--- src/rtl/nco_pdm_synth_if.sv ---
// Byte-serial frequency-load channel of the NCO/PDM tile.
// The master supplies bytes; the slave (the NCO) returns backpressure.
interface nco_pdm_synth_if;
    logic       ld_valid;
    logic [7:0] ld_data;
    logic       ld_ready;

    modport master (output ld_valid, output ld_data, input ld_ready);
    modport slave  (input ld_valid, input ld_data, output ld_ready);
endinterface

--- src/rtl/nco_pdm_synth.sv ---
// Numerically controlled oscillator with square/saw/triangle shaping and a
// first- or second-order sigma-delta modulator driving a single PDM pin.
module nco_pdm_synth #(
    parameter int ACC_W  = 24,
    parameter int FREQ_W = 16,
    parameter int OUT_W  = 8,
    parameter int ORDER  = 1
) (
    input  logic                  clk,
    input  logic                  rst,
    nco_pdm_synth_if.slave        ld,
    input  logic [1:0]            mode,
    output logic                  pdm_out,
    output logic                  sync,
    output logic                  pending
);
    typedef enum logic [1:0] {MODE_SQUARE, MODE_SAW, MODE_TRI, MODE_OFF} mode_e;

    localparam int NB    = FREQ_W / 8;
    localparam int CNT_W = (NB > 1) ? $clog2(NB) : 1;

    logic [CNT_W-1:0]  byte_cnt;
    logic [FREQ_W-1:0] shadow;
    logic [FREQ_W-1:0] freq;
    logic [ACC_W-1:0]  acc_p0;
    logic [ACC_W:0]    acc_sum;
    logic              wrap_p0;
    logic              carry, accept, commit, run;

    assign ld.ld_ready = ~pending;
    assign accept      = ld.ld_valid & ~pending;
    assign run         = (mode != MODE_OFF);
    assign acc_sum     = {1'b0, acc_p0} + {{(ACC_W + 1 - FREQ_W){1'b0}}, freq};
    assign carry       = acc_sum[ACC_W];
    // The new word lands on a wrap so the output phase stays continuous;
    // a frozen or stopped oscillator has no phase to protect.
    assign commit      = pending & (carry | (freq == '0) | ~run);

    always_ff @(posedge clk or posedge rst) begin
        if (rst) begin
            byte_cnt <= '0;
            shadow   <= '0;
            freq     <= '0;
            pending  <= 1'b0;
        end else begin
            if (accept) begin
                shadow[{byte_cnt, 3'b000} +: 8] <= ld.ld_data;
                if (byte_cnt == CNT_W'(NB - 1)) begin
                    byte_cnt <= '0;
                    pending  <= 1'b1;
                end else begin
                    byte_cnt <= byte_cnt + 1'b1;
                end
            end
            if (commit) begin
                freq    <= shadow;
                pending <= 1'b0;
            end
        end
    end

    // Stage p0: phase accumulator
    always_ff @(posedge clk or posedge rst) begin
        if (rst) begin
            acc_p0  <= '0;
            wrap_p0 <= 1'b0;
        end else if (run) begin
            acc_p0  <= acc_sum[ACC_W-1:0];
            wrap_p0 <= carry;
        end else begin
            wrap_p0 <= 1'b0;
        end
    end

    logic [OUT_W-1:0] p, t, s_nxt;
    logic [OUT_W-1:0] s_p1;
    logic             q_p1;
    logic [1:0]       mode_p1;

    assign p = acc_p0[ACC_W-1 -: OUT_W];
    assign t = {p[OUT_W-2:0], 1'b0};

    always_comb begin
        s_nxt = p;
        if (mode == MODE_TRI)
            s_nxt = p[OUT_W-1] ? ~t : t;
    end

    // Stage p1: waveform sample; mode and sync travel with it
    always_ff @(posedge clk or posedge rst) begin
        if (rst) begin
            s_p1    <= '0;
            q_p1    <= 1'b0;
            mode_p1 <= '0;
            sync    <= 1'b0;
        end else begin
            s_p1    <= s_nxt;
            q_p1    <= p[OUT_W-1];
            mode_p1 <= mode;
            sync    <= wrap_p0;
        end
    end

    // Stage p2: modulator
    if (ORDER == 1) begin : g_order1
        logic [OUT_W-1:0] err_p2;
        logic [OUT_W:0]   sum1;

        assign sum1 = {1'b0, err_p2} + {1'b0, s_p1};

        always_ff @(posedge clk or posedge rst) begin
            if (rst) begin
                err_p2  <= '0;
                pdm_out <= 1'b0;
            end else if (mode_p1 == MODE_SQUARE) begin
                err_p2  <= '0;
                pdm_out <= q_p1;
            end else if (mode_p1 == MODE_OFF) begin
                err_p2  <= '0;
                pdm_out <= 1'b0;
            end else begin
                err_p2  <= sum1[OUT_W-1:0];
                pdm_out <= sum1[OUT_W];
            end
        end
    end else begin : g_order2
        localparam int INT_W = OUT_W + 4;
        localparam int SUM_W = OUT_W + 6;
        localparam logic signed [SUM_W-1:0] FB_ONE = SUM_W'(1 << OUT_W);
        localparam logic signed [SUM_W-1:0] I_MAX  = SUM_W'((1 << (INT_W - 1)) - 1);
        localparam logic signed [SUM_W-1:0] I_MIN  = SUM_W'(-(1 << (INT_W - 1)));

        // Clamping keeps the loop from wrapping when the input sits at full scale.
        function automatic logic signed [INT_W-1:0] sat_int(input logic signed [SUM_W-1:0] v);
            if (v > I_MAX)
                return I_MAX[INT_W-1:0];
            else if (v < I_MIN)
                return I_MIN[INT_W-1:0];
            return v[INT_W-1:0];
        endfunction

        logic signed [INT_W-1:0] i1_p2, i2_p2, i1_nxt, i2_nxt;
        logic signed [SUM_W-1:0] fb, i1_sum, i2_sum;

        assign fb     = pdm_out ? FB_ONE : '0;
        assign i1_sum = $signed({{(SUM_W - INT_W){i1_p2[INT_W-1]}}, i1_p2})
                      + $signed({{(SUM_W - OUT_W){1'b0}}, s_p1}) - fb;
        assign i1_nxt = sat_int(i1_sum);
        assign i2_sum = $signed({{(SUM_W - INT_W){i2_p2[INT_W-1]}}, i2_p2})
                      + $signed({{(SUM_W - INT_W){i1_nxt[INT_W-1]}}, i1_nxt}) - fb;
        assign i2_nxt = sat_int(i2_sum);

        always_ff @(posedge clk or posedge rst) begin
            if (rst) begin
                i1_p2   <= '0;
                i2_p2   <= '0;
                pdm_out <= 1'b0;
            end else if (mode_p1 == MODE_SQUARE) begin
                i1_p2   <= '0;
                i2_p2   <= '0;
                pdm_out <= q_p1;
            end else if (mode_p1 == MODE_OFF) begin
                i1_p2   <= '0;
                i2_p2   <= '0;
                pdm_out <= 1'b0;
            end else begin
                i1_p2   <= i1_nxt;
                i2_p2   <= i2_nxt;
                pdm_out <= ~i2_nxt[INT_W-1];
            end
        end
    end
endmodule

--- src/flat_wrapper.sv ---
// flat-port wrapper written by rule: the top's interface ports become plain ports
module nco_pdm_synth_flat 
#(
    parameter int ACC_W  = 24,
    parameter int FREQ_W = 16,
    parameter int OUT_W  = 8,
    parameter int ORDER  = 1
)
  (clk, rst, mode, pdm_out, sync, pending, ld_ld_valid, ld_ld_data, ld_ld_ready);
  nco_pdm_synth_if ld_i ();
  input  logic clk;
  input  logic rst;
  input  logic [1:0] mode;
  output logic pdm_out;
  output logic sync;
  output logic pending;
  input wire logic [$bits(ld_i.ld_valid)-1:0] ld_ld_valid;
  input wire logic [$bits(ld_i.ld_data)-1:0] ld_ld_data;
  output wire logic [$bits(ld_i.ld_ready)-1:0] ld_ld_ready;
  assign ld_i.ld_valid = ld_ld_valid;
  assign ld_i.ld_data = ld_ld_data;
  assign ld_ld_ready = ld_i.ld_ready;
  nco_pdm_synth #(.ACC_W(ACC_W), .FREQ_W(FREQ_W), .OUT_W(OUT_W), .ORDER(ORDER)) u_core (.clk(clk), .rst(rst), .ld(ld_i), .mode(mode), .pdm_out(pdm_out), .sync(sync), .pending(pending));
endmodule
--- config.mk ---
export PLATFORM = sky130hd
export DESIGN_NAME = nco_pdm_synth_flat
export DESIGN_NICKNAME = d
export VERILOG_FILES = /design/src/rtl/nco_pdm_synth_if.sv /design/src/rtl/nco_pdm_synth.sv /design/src/flat_wrapper.sv
export SDC_FILE = /design/constraint.sdc
export NUM_CORES = 1
export LEC_CHECK = 0
export CAP_MARGIN = 20
export CORE_ASPECT_RATIO = 1.5
export CORE_MARGIN = 8
export CORE_UTILIZATION = 50
export DETAILED_ROUTE_END_ITERATION = 7
export DONT_BUFFER_PORTS = 1
export GPL_ROUTABILITY_DRIVEN = 0
export SYNTH_ARGS = -nofsm -noshare
export SYNTH_HDL_FRONTEND = slang
export SYNTH_SLANG_ARGS = --single-unit
--- constraint.sdc ---
create_clock -name clk -period 4.4 [get_ports clk]
set_input_delay 0.88 -clock clk [delete_from_list [all_inputs] [get_ports clk]]
set_output_delay 0.88 -clock clk [all_outputs]
set_load 0.05 [all_outputs]
==> tab_implementation.tex, run 1 <==
\begin{tabular}{lr}
\hline
Metric & Value \\
\hline
\multicolumn{2}{l}{\textbf{Outcome}} \\
Outcome & finished clean \\
\multicolumn{2}{l}{\textbf{CTS}} \\
Number of sinks driven by the clock tree & 80 \\
Post-CTS Repair Setup Buffers & 0 \\
Number of CTS-inserted buffers & 9 \\
Root Buffer & sky130\_fd\_sc\_hd\_\_clkbuf\_16 \\
Number of levels the H-tree was split into & 3 \\
Register clock-pin slew on the reported worst setup and hold paths & approximately 0.070 ns \\
CTS tree & yes \\
Maximum root-to-sink buffer count & 2 \\
Count of cells resized by post-cts repair & 0 \\
Clock latency of the later-clocked register in the worst-skew pair & 0.34 ns \\
CTS Hold Bufs & 0 \\
\multicolumn{2}{l}{\textbf{Final layout}} \\
Fraction of final layout cells sized beyond drive strength 1 & 0.1550 \\
Fill cell total of the finished layout & 720 \\
Leading cell type in the layout, fill and taps excluded & sky130\_fd\_sc\_hd\_\_dfrtp\_1 \\
Commonest cells after routing, fill and taps aside & sky130\_fd\_sc\_hd\_\_dfrtp\_1, sky130\_fd\_sc\_hd\_\_nand2\_1, sky130\_fd\_sc\_hd\_\_a21oi\_1, sky130\_fd\_sc\_hd\_\_nor2\_1, sky130\_fd\_sc\_hd\_\_ha\_1 \\
Inserted Diodes & 0 \\
Layout net count & 435 \\
Layout overhead on the synthesized area & 10.35\% \\
\multicolumn{2}{l}{\textbf{Detailed routing}} \\
DR WL/cell & 17.67 um \\
Vias after detailed routing & 2895 \\
DRC errors left & 0 \\
Starting DRT DRC Count & 114 \\
Remaining number of nets flagged by the antenna check after routing & 0 \\
Routed WL & 8.960 mm \\
Mean number of vias per cell & 5.710 \\
Detailed-router iteration count before antenna repair & 4 \\
\multicolumn{2}{l}{\textbf{Synth}} \\
Async set or reset register ratio after synthesis & 1.000 \\
Leading post-synthesis cells by cell area & sky130\_fd\_sc\_hd\_\_dfrtp\_1, sky130\_fd\_sc\_hd\_\_ha\_1, sky130\_fd\_sc\_hd\_\_mux2\_2 \\
Gate Count Post-Synth & 394 \\
Number of register bits inferred by synthesis & 80 \\
Largest area contributor in the netlist & sky130\_fd\_sc\_hd\_\_dfrtp\_1 \\
Post-synth net total & between 400 and 500 \\
Leading register cell type out of synthesis & sky130\_fd\_sc\_hd\_\_dfrtp\_1 \\
Number of unique standard cell types used by synthesis & 57 \\
Sequential cell area fraction in the yosys report & 0.4678 \\
Area of the mapped netlist & approximately 0.0043 mm\^{}2 \\
Mean area per synthesized cell & 10.86 um\^{}2 \\
Post-synth EDFFs & 0 \\
Count of warnings emitted by yosys & 0 \\
Top-area cell type share of the netlist area & 0.4678 \\
\multicolumn{2}{l}{\textbf{Power}} \\
Worst vdd rail ir drop & 0.4072 mV \\
Power Dens Cells & 863.5 mW/mm\^{}2 \\
Internal power summed over all cells & $\sim$2.5 mW \\
Leakage power summed over all cells & 2.101 nW \\
Switch Pwr & 1.626 mW \\
Gate power share & 0.462 \\
Clock group share of total power & 0.205 \\
Switching part of the total & 0.3987 \\
Part of the power in registers & 0.333 \\
\multicolumn{2}{l}{\textbf{Placed design}} \\
Buffers on Ports & 0 \\
Dpl ws & 1.408 ns \\
Detailed-placement wirelength estimate & approximately 6.6 mm \\
\multicolumn{2}{l}{\textbf{Floorplanning}} \\
Area of the die & 0.01184 mm\^{}2 \\
Placeable core region & approximately 0.0084 mm\^{}2 \\
Die width & 91.54 um \\
Height of the die & $\sim$130 um \\
Num rows & between 40 and 50 \\
Number of ports placed on the die boundary & 17 \\
Initial core utilization & 0.5117 \\
\multicolumn{2}{l}{\textbf{Timing}} \\
Final Slew Violations & 0 \\
Setup Total Neg Slack & 0 ns \\
Fmax & 0.3306 GHz \\
Worst hold margin & 0.3326 ns \\
Final hold vios & 0 \\
Number of setup violations in the final report & 0 \\
Final period demand of the worst path & 3.025 ns \\
Transition time of the tightest slew-check pin & 0.7580 ns \\
Setup repair after global routing missed its margin & no \\
Worst slew margin relative to its limit & 0.4934 \\
Post-route setup slack & 1.375 ns \\
Period utilization & 0.6875 \\
Maximum clock skew at final layout & $\sim$0.0094 ns \\
\multicolumn{2}{l}{\textbf{Worst setup path}} \\
CP arrival & 3.25 ns \\
Critical path required time & 4.62 ns \\
Slowest-stage cell, CP & sky130\_fd\_sc\_hd\_\_a41oi\_4 \\
Sort of element at the end of the critical path & flop \\
Worst-path fanout max & 16 \\
Critical Path Source Type & flop \\
Critical Path Max Stage Delay & 0.62 ns \\
CP Class & reg -> reg \\
Chain of cells forming the critical path & ha\_1 > fa\_1 > a211oi\_2 > nor2\_2 > a41oi\_2 > o21ai\_2 > a41oi\_4 > mux2\_2 \\
\multicolumn{2}{l}{\textbf{Global route}} \\
Maximum number of pins on one net before global-route repair & 56 \\
Wire length of the first global-routing pass & between 15 and 20 mm \\
Number of global-route vias before repair & between 3000 and 4000 \\
Total congestion overflow after global routing & 0 \\
Overall global routing resource usage & 0.1684 \\
Number of antenna violations at the first check in global routing & 0 \\
\multicolumn{2}{l}{\textbf{Worst hold path}} \\
Worst min path class & in -> async \\
\multicolumn{2}{l}{\textbf{Flow run}} \\
Number of violations of the max-capacitance limit & 0 \\
\hline
\end{tabular}
==> kinds of logic after synthesis <==
family,Yosys count,share of synthesized area
AO/OA/AOI/OAI,88,0.1386
flip-flops,80,0.4678
adder cells (fa/ha/maj),27,0.08246
AND/OR/NAND/NOR,120,0.1351
buffers and inverters,16,0.01842
XOR/XNOR,29,0.05936
multiplexers,34,0.09824
==> cell type report <==
| class | count | area, um^2 | area share |
|---|---|---|---|
| multi-input combinational | 298 | 2198 | 0.4656 |
| clock inverter | 6 | 97.59 | 0.02067 |
| tap | 107 | 133.9 | 0.02835 |
| sequential | 80 | 2002 | 0.4240 |
| clock buffer | 10 | 239.0 | 0.05061 |
| timing repair buffer | 2 | 35.03 | 0.007419 |
| inverter | 4 | 16.27 | 0.003445 |
==> power by group through the flow <==
stage | combinational [mW] | clock [mW] | sequential [mW]
6_report | 1.88 | 0.837 | 1.36
5_1_grt | 2.14 | 0.892 | 1.39
4_1_cts | 1.89 | 0.859 | 1.36
3_5_place_dp | 1.87 | 0 | 1.37
3_3_place_gp | 1.85 | 0 | 1.37
2_1_floorplan | 1.58 | 0 | 1.25
==> per-layer routing <==
metal	wire [um]	GRT usage	share of wire
met5	0	0	0
met1	3423	0.1682	0.38
met4	361	0.1075	0.040
met3	276	0.03414	0.031
met2	4899	0.3105	0.55
==> flip-flops by register name (all words and copies together) (netlist names) <==
register,count
u_core.acc_p0,24
u_core.byte_cnt,1
u_core.freq,16
u_core.g_order1.err_p2,8
u_core.mode_p1,2
u_core.pdm_out,1
u_core.pending,1
u_core.q_p1,1
u_core.s_p1,8
u_core.shadow,16
u_core.sync,1
u_core.wrap_p0,1
==> critical path, delay by kind of cell (launching register included) <==
family | cells | cell delay, ns
AO/OA/AOI/OAI | 4 | 1.35
adder cells (fa/ha/maj) | 2 | 0.66
flip-flops | 1 | 0.40
multiplexers | 1 | 0.41
AND/OR/NAND/NOR | 1 | 0.09
==> synthesized netlist by cell type (all sizes together), types with 7 or more instances <==
library cell and number:
dfrtp 80, xnor2 18, nand3 13, xor2 11
nor3 7, ha 25, clkbuf 8, o21ai 21
mux2 34, nand2 44, a21oi 28, nor2 26
==> path summary, 6_finish.rpt <==
check	cells after the start	end	slack [ns]	from
worst max-delay path	8	u_core.freq[13]	1.37	u_core.freq[0]
worst min-delay path	1	u_core.acc_p0[6]	0.33	rst
worst max register to register	8	u_core.freq[13]	1.37	u_core.freq[0]
worst min register to register	0	u_core.sync	0.36	u_core.wrap_p0
max in group asynchronous	3	u_core.freq[9]	3.18	rst
min in group clk	0	u_core.sync	0.36	u_core.wrap_p0
==> per-stage QoR <==
step                      cell area (um^2)    util  cells  total power, mW
after CTS                             4695  0.5614    506            4.106
after detailed placement              4358  0.5212    490            3.243
after floorplan                       4279       -    394            2.826
final                                 4722  0.5647    507            4.077
after global placement                4358  0.5212    490            3.211
after global routing                  4722  0.5647    507            4.428
Power figures use the tool's default switching activity.
==> inputs of run 2 (changes only) <==
--- a/config.mk
+++ b/config.mk
@@ -12,6 +12,7 @@
 export DETAILED_ROUTE_END_ITERATION = 7
 export DONT_BUFFER_PORTS = 1
 export GPL_ROUTABILITY_DRIVEN = 0
+export PLACE_DENSITY = 0.68
 export SYNTH_ARGS = -nofsm -noshare
 export SYNTH_HDL_FRONTEND = slang
 export SYNTH_SLANG_ARGS = --single-unit
==> constraint.sdc (replaced) <==
create_clock -name clk -period 2.65 [get_ports clk]
set_input_delay 0.53 -clock clk [delete_from_list [all_inputs] [get_ports clk]]
set_output_delay 0.53 -clock clk [all_outputs]
set_load 0.05 [all_outputs]
==> run 2 against run 1 <==
Against the previous run: the run now ends with setup timing left; fmax rose by 14%; routed wire length rose by 3.5%; global-route usage shrank 0.43 points; sequential power up 65%; cell area rose by 3.3%; utilization increased by 1.9 points; worst setup slack got worse by 1.4 ns; largest cell class unchanged.
==> tab_implementation.tex, run 2 (synthesis gave the netlist of run 1 again) <==
\begin{tabular}{lr}
\hline
Metric & Value \\
\hline
\multicolumn{2}{l}{\textbf{Floorplanning}} \\
Num rows & 41 (unchanged) \\
Number of ports placed on the die boundary & 17 (unchanged) \\
Die width & 91.54 um (unchanged) \\
Initial core utilization & 0.5117 (unchanged) \\
Placeable core region & 0.008362 mm\^{}2 (unchanged) \\
Area of the die & 0.01184 mm\^{}2 (unchanged) \\
Height of the die & 129.3 um (unchanged) \\
\multicolumn{2}{l}{\textbf{Timing}} \\
Period utilization & 1.004 (+0.3164) \\
Final hold vios & 0 (unchanged) \\
Number of setup violations in the final report & 7 (+7) \\
Fmax & 0.3759 GHz (+14\%) \\
Final period demand of the worst path & 2.660 ns (-0.3646 ns) \\
Transition time of the tightest slew-check pin & 0.6988 ns (-0.05920 ns) \\
Maximum clock skew at final layout & 0.005346 ns (-0.004055 ns) \\
Setup repair after global routing missed its margin & yes \\
Post-route setup slack & -0.01043 ns (-1.385 ns) \\
Final Slew Violations & 0 (unchanged) \\
Worst slew margin relative to its limit & 0.5324 (+0.03897) \\
\multicolumn{2}{l}{\textbf{Global route}} \\
Wire length of the first global-routing pass & 15.24 mm (-1.4\%) \\
Maximum number of pins on one net before global-route repair & 53 (-5.4\%) \\
Total congestion overflow after global routing & 0 (unchanged) \\
Number of antenna violations at the first check in global routing & 0 (unchanged) \\
Number of global-route vias before repair & 3106 (-1.3\%) \\
Overall global routing resource usage & 0.1641 (-0.004276) \\
\multicolumn{2}{l}{\textbf{Final layout}} \\
Inserted Diodes & 0 (unchanged) \\
Layout overhead on the synthesized area & 13.98\% \\
Register ranked first by flip-flop count & u\_core.acc\_p0 \\
Commonest cells after routing, fill and taps aside & sky130\_fd\_sc\_hd\_\_dfrtp\_1, sky130\_fd\_sc\_hd\_\_nand2\_1, sky130\_fd\_sc\_hd\_\_a21oi\_1, sky130\_fd\_sc\_hd\_\_nor2\_1, sky130\_fd\_sc\_hd\_\_ha\_1 \\
Number of flip-flops under the largest register name & 24 (unchanged) \\
Largest registers ranked by flip-flop count & u\_core.acc\_p0: 24 flops, u\_core.freq: 16 flops, u\_core.shadow: 16 flops \\
Leading cell type in the layout, fill and taps excluded & sky130\_fd\_sc\_hd\_\_dfrtp\_1 \\
Final standard cell area without fillers & 0.004877 mm\^{}2 (+3.3\%) \\
Layout net count & 452 (+3.9\%) \\
Fraction of final layout cells sized beyond drive strength 1 & 0.1942 (+0.03924) \\
\multicolumn{2}{l}{\textbf{Worst setup path}} \\
CP arrival & 2.88 ns (-0.37 ns) \\
Critical path required time & 2.87 ns (-1.75 ns) \\
Startpoint of the worst-slack reg-to-reg timing path & u\_core.acc\_p0[0] \\
Worst-path fanout max & 8 (-8) \\
Reg2reg setup slack & -0.01 ns (-1.39 ns) \\
Critical Path Source Type & flop \\
Number of cells on the worst reg-to-reg path & 9 (+1) \\
CP Class & reg -> reg \\
Worst reg2reg endpoint & u\_core.freq[7] \\
Sort of element at the end of the critical path & flop \\
\multicolumn{2}{l}{\textbf{CTS}} \\
Clock latency of the later-clocked register in the worst-skew pair & 0.34 ns (about the same) \\
Number of sinks driven by the clock tree & 80 (unchanged) \\
Number of levels the H-tree was split into & 3 (unchanged) \\
Register clock-pin slew on the reported worst setup and hold paths & 0.06 ns (about the same) \\
Maximum root-to-sink buffer count & 2 (unchanged) \\
Number of CTS-inserted buffers & 9 (unchanged) \\
CTS tree & yes \\
CTS Hold Bufs & 0 (unchanged) \\
Root Buffer & sky130\_fd\_sc\_hd\_\_clkbuf\_16 \\
\multicolumn{2}{l}{\textbf{Placed design}} \\
Detailed-placement wirelength estimate & 6.721 mm (+2.3\%) \\
Buffers on Ports & 0 (unchanged) \\
Placed Instance Area & 0.004458 mm\^{}2 (+2.3\%) \\
\multicolumn{2}{l}{\textbf{Power}} \\
Leakage power summed over all cells & 2.206 nW (+5.0\%) \\
Power Dens Cells & 1441 mW/mm\^{}2 (+67\%) \\
Worst vdd rail ir drop & 0.7726 mV (+90\%) \\
Power after layout & 7.027 mW (+72\%) \\
\multicolumn{2}{l}{\textbf{Detailed routing}} \\
Remaining number of nets flagged by the antenna check after routing & 0 (unchanged) \\
Detailed-router iteration count before antenna repair & 6 (+2) \\
Mean number of vias per cell & 5.739 (+0.50\%) \\
Routed WL & 9.272 mm (+3.5\%) \\
Vias after detailed routing & 3007 (+3.9\%) \\
DR WL/cell & 17.69 um (+0.12\%) \\
Starting DRT DRC Count & 118 (+3.5\%) \\
DRC errors left & 0 (unchanged) \\
\multicolumn{2}{l}{\textbf{Outcome}} \\
Outcome & finished with violations \\
Violations in the final reports & setup timing \\
\multicolumn{2}{l}{\textbf{Worst hold path}} \\
Worst min path class & in -> async \\
\multicolumn{2}{l}{\textbf{Flow run}} \\
Number of violations of the max-capacitance limit & 0 (unchanged) \\
\hline
\end{tabular}
[run 2: cell count changes in the layout (fill, tap and decap cells not counted), sizes merged]
cell | previous run | this run
clkinv | 2 | 3
clkinvlp | 0 | 1
clkbuf | 10 | 11
bufinv | 2 | 1
buf | 2 | 18
inv | 6 | 5
[run 2: how the worst max path moves through the flow]
stage / from / cells after the start / to / slack, ns
detailed placement: u_core.acc_p0[0] / 9 / u_core.freq[12] / -0.02
global placement: u_core.acc_p0[0] / 9 / u_core.freq[13] / 0.02
global route: u_core.acc_p0[0] / 9 / u_core.freq[7] / -0.1
finish: u_core.acc_p0[0] / 9 / u_core.freq[7] / -0.01
CTS: u_core.acc_p0[0] / 9 / u_core.freq[10] / 0.02
floorplan: u_core.acc_p0[0] / 9 / u_core.freq[0] / 0.06
[run 2: routing by layer]
metal,vias up,GRT usage,part of all wire
met3,20,0.03241,0.034
met5,-,0,0
met2,59,0.2977,0.55
met4,0,0.09584,0.030
li1,1464,-,-
met1,1464,0.1720,0.38
[run 2: layout make-up]
cell class              instances  area, um^2
clock inverters                 6       75.07
flip-flops and latches         80        2002
clock buffers                  10       239.0
well taps                     107       133.9
repair buffers                 19       185.2
inverters                       4       16.27
fillers                       683        3485
multi-input cells             298        2226
[run 2: through the flow]
stage	worst slack [ns]	setup TNS, ns	util	cells	hold WS (ns)
global route	-0.09736	-1.158	0.5833	524	0.1408
global placement	0.01508	0	0.5331	500	0.3399
floorplan	0.06124	0	-	394	0.3312
finish	-0.01043	-0.03688	0.5833	524	0.09279
detailed placement	-0.02351	-0.1152	0.5331	500	0.3347
CTS	0.02116	0	0.5707	516	0.1097
[run 2: critical path: stages, from the launching register on]
cell and delay, ns:
sky130_fd_sc_hd__dfrtp_1 0.39, sky130_fd_sc_hd__ha_2 0.21, sky130_fd_sc_hd__fa_2 0.35, sky130_fd_sc_hd__a211oi_2 0.29
sky130_fd_sc_hd__nor2_2 0.08, sky130_fd_sc_hd__a41oi_2 0.29, sky130_fd_sc_hd__o21ai_2 0.12, sky130_fd_sc_hd__a41oi_4 0.29
sky130_fd_sc_hd__clkbuf_16 0.22, sky130_fd_sc_hd__mux2_4 0.30
[run 2: where the power goes]
group          internal [mW]  total, mW  switching, mW
sequential              1.76       2.24          0.484
clock                  0.768       1.27          0.505
combinational           1.70       3.51           1.81
[run 2: timing repair]
action | 4_1_cts | 5_1_grt
setup endpoints to repair | 7 | 16
gates cloned | 0 | 1
pin swaps | 1 | 5
setup buffers | 0 | 7
gates resized for setup | 0 | 9
